==> src/rtl/uart_dbg_master_if.sv <==
// Native memory bus between the UART debug bridge (initiator) and the system bus.
// Request fields are held stable while mem_valid is high, until mem_ready is returned.
interface uart_dbg_master_if;
    logic        mem_valid;
    logic [31:0] mem_addr;
    logic [31:0] mem_wdata;
    logic [3:0]  mem_wstrb;
    logic        mem_ready;
    logic [31:0] mem_rdata;

    modport master (
        output mem_valid, mem_addr, mem_wdata, mem_wstrb,
        input  mem_ready, mem_rdata
    );

    modport slave (
        input  mem_valid, mem_addr, mem_wdata, mem_wstrb,
        output mem_ready, mem_rdata
    );
endinterface

==> src/rtl/uart_dbg_master.sv <==
// UART (8N1) command bridge to a valid/ready bus: W/R word access, H/G CPU hold control.
// Latency: bus request the clock after the last payload byte; waits on mem_ready unless timed out.
// Backpressure: bytes arriving in BUS/RESP are dropped; optional timeouts under UART_DBG_TIMEOUT_EN.
module uart_dbg_master #(
    parameter int CLK_DIV       = 5208,
    parameter bit HOLD_ON_RESET = 1'b1
) (
    input  logic              clk,
    input  logic              resetn,
    input  logic              ser_rx,
    output logic              ser_tx,
    uart_dbg_master_if.master bus,
    output logic              cpu_hold,
    output logic              busy
);
    localparam logic [15:0] DIV_M1  = 16'(CLK_DIV - 1);
    localparam logic [15:0] HALF_M1 = 16'(CLK_DIV / 2 - 1);
    localparam logic [1:0]  RX_IDLE = 2'd0, RX_START = 2'd1, RX_DATA = 2'd2, RX_STOP = 2'd3;
    localparam logic [2:0]  C_IDLE = 3'd0, C_ADDR = 3'd1, C_DATA = 3'd2, C_BUS = 3'd3, C_RESP = 3'd4;

    logic        rx_s1_q, rx_s2_q, rx_prev_q;
    logic [1:0]  rx_st_q, rx_st_d;
    logic [15:0] rx_cnt_q, rx_cnt_d;
    logic [2:0]  rx_bit_q, rx_bit_d;
    logic [7:0]  rx_sh_q, rx_sh_d;
    logic        rx_strobe, rx_ferr;

    logic        tx_busy_q, tx_busy_d, ser_tx_q, ser_tx_d, tx_start, tx_done;
    logic [8:0]  tx_sh_q, tx_sh_d;
    logic [3:0]  tx_bit_q, tx_bit_d;
    logic [15:0] tx_cnt_q, tx_cnt_d;

    logic [2:0]  st_q, st_d, resp_left_q, resp_left_d;
    logic [1:0]  byte_cnt_q, byte_cnt_d;
    logic        is_wr_q, is_wr_d, cpu_hold_q, cpu_hold_d, mem_valid_q, mem_valid_d;
    logic [31:0] sh_q, sh_d, sh_next, resp_q, resp_d;
    logic [31:0] mem_addr_q, mem_addr_d, mem_wdata_q, mem_wdata_d;
    logic [3:0]  mem_wstrb_q, mem_wstrb_d;
    logic        gap_to, bus_to;

    // Receiver: start bit re-checked at mid-bit, then one sample per bit period.
    always_comb begin
        rx_st_d   = rx_st_q;
        rx_cnt_d  = rx_cnt_q + 16'd1;
        rx_bit_d  = rx_bit_q;
        rx_sh_d   = rx_sh_q;
        rx_strobe = 1'b0;
        rx_ferr   = 1'b0;
        case (rx_st_q)
            RX_IDLE: begin
                rx_cnt_d = '0;
                rx_bit_d = '0;
                if (rx_prev_q && !rx_s2_q) rx_st_d = RX_START;
            end
            RX_START: if (rx_cnt_q == HALF_M1) begin
                rx_cnt_d = '0;
                rx_st_d  = rx_s2_q ? RX_IDLE : RX_DATA;
            end
            RX_DATA: if (rx_cnt_q == DIV_M1) begin
                rx_cnt_d = '0;
                rx_sh_d  = {rx_s2_q, rx_sh_q[7:1]};
                rx_bit_d = rx_bit_q + 3'd1;
                if (rx_bit_q == 3'd7) rx_st_d = RX_STOP;
            end
            default: if (rx_cnt_q == DIV_M1) begin
                rx_st_d   = RX_IDLE;
                rx_strobe = rx_s2_q;
                rx_ferr   = !rx_s2_q;
            end
        endcase
    end

    always_comb begin
        tx_busy_d = tx_busy_q;
        tx_sh_d   = tx_sh_q;
        tx_bit_d  = tx_bit_q;
        tx_cnt_d  = tx_cnt_q;
        ser_tx_d  = ser_tx_q;
        tx_done   = 1'b0;
        if (tx_busy_q) begin
            tx_cnt_d = tx_cnt_q + 16'd1;
            if (tx_cnt_q == DIV_M1) begin
                tx_cnt_d = '0;
                if (tx_bit_q == 4'd9) begin
                    tx_busy_d = 1'b0;
                    tx_done   = 1'b1;
                end else begin
                    ser_tx_d = tx_sh_q[0];
                    tx_sh_d  = {1'b1, tx_sh_q[8:1]};
                    tx_bit_d = tx_bit_q + 4'd1;
                end
            end
        end else if (tx_start) begin
            tx_busy_d = 1'b1;
            tx_sh_d   = {1'b1, resp_q[7:0]};
            ser_tx_d  = 1'b0;
            tx_cnt_d  = '0;
            tx_bit_d  = '0;
        end
    end

    assign sh_next = {rx_sh_q, sh_q[31:8]};

    always_comb begin
        st_d        = st_q;
        resp_left_d = resp_left_q;
        resp_d      = resp_q;
        byte_cnt_d  = byte_cnt_q;
        is_wr_d     = is_wr_q;
        cpu_hold_d  = cpu_hold_q;
        mem_valid_d = mem_valid_q;
        sh_d        = sh_q;
        mem_addr_d  = mem_addr_q;
        mem_wdata_d = mem_wdata_q;
        mem_wstrb_d = mem_wstrb_q;
        tx_start    = 1'b0;
        case (st_q)
            C_IDLE: if (rx_strobe) begin
                st_d        = C_RESP;
                resp_left_d = 3'd1;
                resp_d      = 32'h15;
                byte_cnt_d  = '0;
                case (rx_sh_q)
                    8'h57:   begin st_d = C_ADDR; is_wr_d = 1'b1; end
                    8'h52:   begin st_d = C_ADDR; is_wr_d = 1'b0; end
                    8'h48:   begin cpu_hold_d = 1'b1; resp_d = 32'h06; end
                    8'h47:   begin cpu_hold_d = 1'b0; resp_d = 32'h06; end
                    default: ;
                endcase
            end
            C_ADDR, C_DATA: begin
                if (rx_ferr) begin
                    st_d = C_IDLE;
                end else if (rx_strobe) begin
                    sh_d       = sh_next;
                    byte_cnt_d = byte_cnt_q + 2'd1;
                    if (byte_cnt_q == 2'd3) begin
                        if (st_q == C_ADDR) begin
                            mem_addr_d  = {sh_next[31:2], 2'b00};
                            mem_wstrb_d = is_wr_q ? 4'hF : 4'h0;
                            st_d        = is_wr_q ? C_DATA : C_BUS;
                            mem_valid_d = !is_wr_q;
                        end else begin
                            mem_wdata_d = sh_next;
                            st_d        = C_BUS;
                            mem_valid_d = 1'b1;
                        end
                    end
                end else if (gap_to) begin
                    st_d        = C_RESP;
                    resp_left_d = 3'd1;
                    resp_d      = 32'h15;
                end
            end
            C_BUS: begin
                if (bus.mem_ready) begin
                    mem_valid_d = 1'b0;
                    st_d        = C_RESP;
                    resp_left_d = is_wr_q ? 3'd1 : 3'd4;
                    resp_d      = is_wr_q ? 32'h06 : bus.mem_rdata;
                end else if (bus_to) begin
                    mem_valid_d = 1'b0;
                    st_d        = C_RESP;
                    resp_left_d = 3'd1;
                    resp_d      = 32'h15;
                end
            end
            default: begin
                if (tx_done && resp_left_q == 3'd0) begin
                    st_d = C_IDLE;
                end else if (!tx_busy_q && resp_left_q != 3'd0) begin
                    tx_start    = 1'b1;
                    resp_d      = resp_q >> 8;
                    resp_left_d = resp_left_q - 3'd1;
                end
            end
        endcase
    end

`ifdef UART_DBG_TIMEOUT_EN
    localparam logic [23:0] GAP_LIM = 24'(16 * CLK_DIV * 10);
    logic [23:0] gap_cnt_q, gap_cnt_d;
    logic [15:0] bus_cnt_q, bus_cnt_d;

    always_comb begin
        gap_cnt_d = '0;
        bus_cnt_d = '0;
        if ((st_q == C_ADDR || st_q == C_DATA) && !rx_strobe)
            gap_cnt_d = (gap_cnt_q == 24'hFF_FFFF) ? gap_cnt_q : gap_cnt_q + 24'd1;
        if (st_q == C_BUS) bus_cnt_d = bus_cnt_q + 16'd1;
    end

    always_ff @(posedge clk or negedge resetn) begin
        if (!resetn) begin
            gap_cnt_q <= '0;
            bus_cnt_q <= '0;
        end else begin
            gap_cnt_q <= gap_cnt_d;
            bus_cnt_q <= bus_cnt_d;
        end
    end

    assign gap_to = (gap_cnt_q >= GAP_LIM);
    assign bus_to = (bus_cnt_q == 16'hFFFF);
`else
    assign gap_to = 1'b0;
    assign bus_to = 1'b0;
`endif

    always_ff @(posedge clk or negedge resetn) begin
        if (!resetn) begin
            rx_s1_q <= 1'b1;  rx_s2_q <= 1'b1;  rx_prev_q <= 1'b1;
            rx_st_q <= RX_IDLE;  rx_cnt_q <= '0;  rx_bit_q <= '0;  rx_sh_q <= '0;
            tx_busy_q <= 1'b0;  ser_tx_q <= 1'b1;  tx_sh_q <= '1;  tx_bit_q <= '0;  tx_cnt_q <= '0;
            st_q <= C_IDLE;  resp_left_q <= '0;  resp_q <= '0;  byte_cnt_q <= '0;  is_wr_q <= 1'b0;
            cpu_hold_q <= HOLD_ON_RESET;  mem_valid_q <= 1'b0;  sh_q <= '0;
            mem_addr_q <= '0;  mem_wdata_q <= '0;  mem_wstrb_q <= '0;
        end else begin
            rx_s1_q <= ser_rx;  rx_s2_q <= rx_s1_q;  rx_prev_q <= rx_s2_q;
            rx_st_q <= rx_st_d;  rx_cnt_q <= rx_cnt_d;  rx_bit_q <= rx_bit_d;  rx_sh_q <= rx_sh_d;
            tx_busy_q <= tx_busy_d;  ser_tx_q <= ser_tx_d;  tx_sh_q <= tx_sh_d;
            tx_bit_q <= tx_bit_d;  tx_cnt_q <= tx_cnt_d;
            st_q <= st_d;  resp_left_q <= resp_left_d;  resp_q <= resp_d;
            byte_cnt_q <= byte_cnt_d;  is_wr_q <= is_wr_d;
            cpu_hold_q <= cpu_hold_d;  mem_valid_q <= mem_valid_d;  sh_q <= sh_d;
            mem_addr_q <= mem_addr_d;  mem_wdata_q <= mem_wdata_d;  mem_wstrb_q <= mem_wstrb_d;
        end
    end

    assign ser_tx        = ser_tx_q;
    assign cpu_hold      = cpu_hold_q;
    assign busy          = (st_q != C_IDLE);
    assign bus.mem_valid = mem_valid_q;
    assign bus.mem_addr  = mem_addr_q;
    assign bus.mem_wdata = mem_wdata_q;
    assign bus.mem_wstrb = mem_wstrb_q;
endmodule

==> src/flat_wrapper.sv <==
// flat-port wrapper written by rule: the top's interface ports become plain ports
module uart_dbg_master_flat 
#(
    parameter int CLK_DIV       = 5208,
    parameter bit HOLD_ON_RESET = 1'b1
)
  (clk, resetn, ser_rx, ser_tx, cpu_hold, busy, bus_mem_valid, bus_mem_addr, bus_mem_wdata, bus_mem_wstrb, bus_mem_ready, bus_mem_rdata);
  uart_dbg_master_if bus_i ();
  input  logic clk;
  input  logic resetn;
  input  logic ser_rx;
  output logic ser_tx;
  output logic cpu_hold;
  output logic busy;
  output wire logic [$bits(bus_i.mem_valid)-1:0] bus_mem_valid;
  output wire logic [$bits(bus_i.mem_addr)-1:0] bus_mem_addr;
  output wire logic [$bits(bus_i.mem_wdata)-1:0] bus_mem_wdata;
  output wire logic [$bits(bus_i.mem_wstrb)-1:0] bus_mem_wstrb;
  input wire logic [$bits(bus_i.mem_ready)-1:0] bus_mem_ready;
  input wire logic [$bits(bus_i.mem_rdata)-1:0] bus_mem_rdata;
  assign bus_mem_valid = bus_i.mem_valid;
  assign bus_mem_addr = bus_i.mem_addr;
  assign bus_mem_wdata = bus_i.mem_wdata;
  assign bus_mem_wstrb = bus_i.mem_wstrb;
  assign bus_i.mem_ready = bus_mem_ready;
  assign bus_i.mem_rdata = bus_mem_rdata;
  uart_dbg_master #(.CLK_DIV(CLK_DIV), .HOLD_ON_RESET(HOLD_ON_RESET)) u_core (.clk(clk), .resetn(resetn), .ser_rx(ser_rx), .ser_tx(ser_tx), .bus(bus_i), .cpu_hold(cpu_hold), .busy(busy));
endmodule
==> config.mk <==
export PLATFORM = sky130hd
export DESIGN_NAME = uart_dbg_master_flat
export DESIGN_NICKNAME = d
export VERILOG_FILES = /design/src/rtl/uart_dbg_master_if.sv /design/src/rtl/uart_dbg_master.sv /design/src/flat_wrapper.sv
export SDC_FILE = /design/constraint.sdc
export NUM_CORES = 1
export LEC_CHECK = 0
export CORE_ASPECT_RATIO = 0.75
export CORE_MARGIN = 4
export CORE_UTILIZATION = 40
export CTS_CLUSTER_DIAMETER = 120
export DETAILED_ROUTE_END_ITERATION = 8
export MAX_ROUTING_LAYER = met4
export PLACE_DENSITY_LB_ADDON = 0.12
export SYNTH_ARGS = -nofsm -noshare
export SYNTH_HDL_FRONTEND = slang
export SYNTH_SLANG_ARGS = --single-unit
export TNS_END_PERCENT = 1
==> constraint.sdc <==
create_clock -name clk -period 2.5 [get_ports clk]
set_input_delay 0.5 -clock clk [delete_from_list [all_inputs] [get_ports clk]]
set_output_delay 0.5 -clock clk [all_outputs]
set_load 0.01 [all_outputs]
==> flow_summary.ini <==
[run_status]
status = complete, but fails checks
violations = negative setup slack

[cts]
clk_latency_ns = 0.44
cts_root_buf = clkbuf_16
htree_num_levels = 4
numCtsBuffers = 17
clock-sinks = 192
clk_pin_slew_worst_paths_ns = 0.08
cts_tree = built
hold_buffers = 0
clock_path_buffers = 2

[timing]
maxSlewHeadroom_pct = 53.4
slew_viol_final = 0
period_minus_slack_ns = 2.62
clock.fmax_mhz = 381
hold_viol_final = 0
post-route-period-util_pct = 105
rsz0062_at_grt = true
holdWs_ns = 0.0620
skew_ns = 0.0154
setup_viol = 89
tightest_slew_ns = 0.693
fin_ws_ns = -0.122
setup-tns-final_ns = -4.65

[placed_design]
dp_hpwl_mm = 13.6
port_buffers = 105
dpl_cell_area_um2 = 10400
gp_congestion = 0.854
dp_slack_ns = -0.148
dpl.cell_count = 1142

[run]
maxCapViolations = 0

[pwr]
leakage_nw = 5.20
total_power_mw = 6.45
irDropWorstVdd_v = 0.000436
power_density_nw_per_um2 = 573

[global_route]
grt_use_total_pct = 17.2
grt_max_degree = 71
antenna_found_initial = 0
grt_pass1_wl_mm = 32.6
grt_pass1_vias = 6284
gr-total-overflow = 0

[detailed_routing]
wl_mm = 20.1
final_antenna_net_count = 0
routedWlPerCell_um = 17.0
drt_iter0_drc = 396
route.detailed.drc = 0
viasPerCell = 5.23
num_vias = 6172
dr.pass1.iters = 5

[worst_setup_path]
reg2reg_to = u_core.bus.mem_wdata[19]$_DFFE_PN0P_
arrival_ns = 2.94
reg2reg_slack_ns = -0.12
crit_path_max_fanout = 8
required_ns = 2.82
crit_type = reg -> reg
cp-start-kind = flop
end_kind = flop
r2r-start = u_core.rx_cnt_q[13]$_DFF_PN0_
rr_worst_depth = 6

[yosys]
synth_top_flop_cell = dfrtp_1
ys_warn_count = 0
ys_seq_area_share_pct = 55.3
async_reset_ff_share_pct = 100
syn_inst = 736
synth_edf_count = 0
synth_area_per_cell_um2 = 11.8
ys_types = 57
synth-seq-cells = 192
netlist_area_um2 = 8710

[final_layout]
area_growth_pct = 29.3
design_area_um2 = 11300
num_antenna_cells = 0
drive_above_1_share_pct = 28.3
nNetsFinal = 925
nFillCells = 1830
layout_commonest_cell = dfrtp_1
layout_common_cells = dfrtp_1 (179), clkdlybuf4s50_1 (104), mux2_2 (102)
utilization_pct = 52.9
final_cells = 1181

[floorplanning]
die_x_um = 178
core.rowCount = 46
num_io_pins = 108
start_util_pct = 40.9
fp.dieArea_um2 = 24200
fp.dieH_um = 136
core_area_um2 = 21300

[worst_hold_path]
hold_class = in -> async
per-layer routing:
metal	vias up	GRT usage, %	share of wire, %
li1	2905	-	-
met1	3145	24.2	50
met2	109	25.6	46
met3	13	3.25	3.3
met4	0	4.77	1.2
met5	-	-	0
how the worst max path moves through the flow:
stage	start	to	slack [ns]	cells after the start
6_report	u_core.rx_cnt_q[13]$_DFF_PN0_	u_core.bus.mem_wdata[19]$_DFFE_PN0P_	-0.12	6
5_1_grt	u_core.rx_cnt_q[13]$_DFF_PN0_	u_core.bus.mem_wdata[3]$_DFFE_PN0P_	-0.18	6
4_1_cts	u_core.rx_cnt_q[9]$_DFF_PN0_	u_core.resp_q[5]$_DFFE_PN0P_	-0.15	7
3_5_place_dp	u_core.rx_cnt_q[9]$_DFF_PN0_	u_core.resp_q[2]$_DFFE_PN0P_	-0.15	7
3_3_place_gp	u_core.rx_cnt_q[9]$_DFF_PN0_	u_core.rx_sh_q[4]$_DFFE_PN0P_	-0.10	7
2_1_floorplan	u_core.rx_cnt_q[3]$_DFF_PN0_	u_core.sh_q[11]$_DFFE_PN0P_	-0.10	9
timing repair:
| action | in CTS | in global routing |
|---|---|---|
| pin swaps | 1 | 4 |
| endpoints found under the setup margin | 144 | 148 |
| buffers inserted | 0 | 4 |
| hold endpoints to repair | 0 | 0 |
| gates cloned | 0 | 4 |
| gates resized for setup | 3 | 30 |
sequential cells by signal, indices dropped and copies added, names as in the netlist, 4 cells and up:
name / cells
u_core.bus.mem_addr: 30
u_core.bus.mem_wdata: 32
u_core.resp_q: 32
u_core.rx_cnt_q: 16
u_core.rx_sh_q: 8
u_core.sh_q: 24
u_core.tx_bit_q: 4
u_core.tx_cnt_q: 16
u_core.tx_sh_q: 8
final cells by class:
class / instances / area, um^2 / area share [%]
Clock inverter: 15 / 215 / 1.91
Inverter: 27 / 101 / 0.899
Tap cell: 288 / 360 / 3.20
Timing Repair Buffer: 168 / 1680 / 14.9
Multi-Input combinational cell: 474 / 3660 / 32.5
Sequential cell: 192 / 4820 / 42.8
Clock buffer: 17 / 425 / 3.78
synth_stat cells, drive strengths merged, types with 9 or more instances:
library cell	n	share of area (%)
nand3	24	1.7
dfstp	13	3.9
mux2i	9	1.0
ha	9	1.3
clkbuf	23	0.99
nand2	53	2.3
inv	26	1.1
dfrtp	179	51
o21ai	40	2.3
mux2	122	16
a21oi	18	1.0
a22o	19	1.9
nor2	49	2.1
buf	21	2.0
logic make-up (layout without fill, tap and decap cells):
group | after synthesis | count (layout) | synth area share [%]
xor+xnor | 16 | 16 | 1.61
compound gates | 119 | 119 | 9.03
flops | 192 | 192 | 55.3
simple gates | 197 | 197 | 11.7
buf+inv | 71 | 227 | 4.18
mux | 131 | 131 | 16.8
fa+ha+maj | 9 | 9 | 1.29
other cells | 1 | 2 | 0.0430
power by group:
| group | total [mW] | switching [mW] | internal [mW] |
|---|---|---|---|
| Sequential | 3.18 | 0.0339 | 3.15 |
| Clock | 2.92 | 1.43 | 1.49 |
| Combinational | 0.355 | 0.180 | 0.176 |
worst max-delay path: stages (launching register included):
cell       delay, ns
dfrtp_1         0.39
or4bb_1         0.51
or4_4           0.57
nor3_4          0.34
nand3_4         0.19
clkbuf_16       0.23
mux2_2          0.27
(Power assumes the default switching activity.)
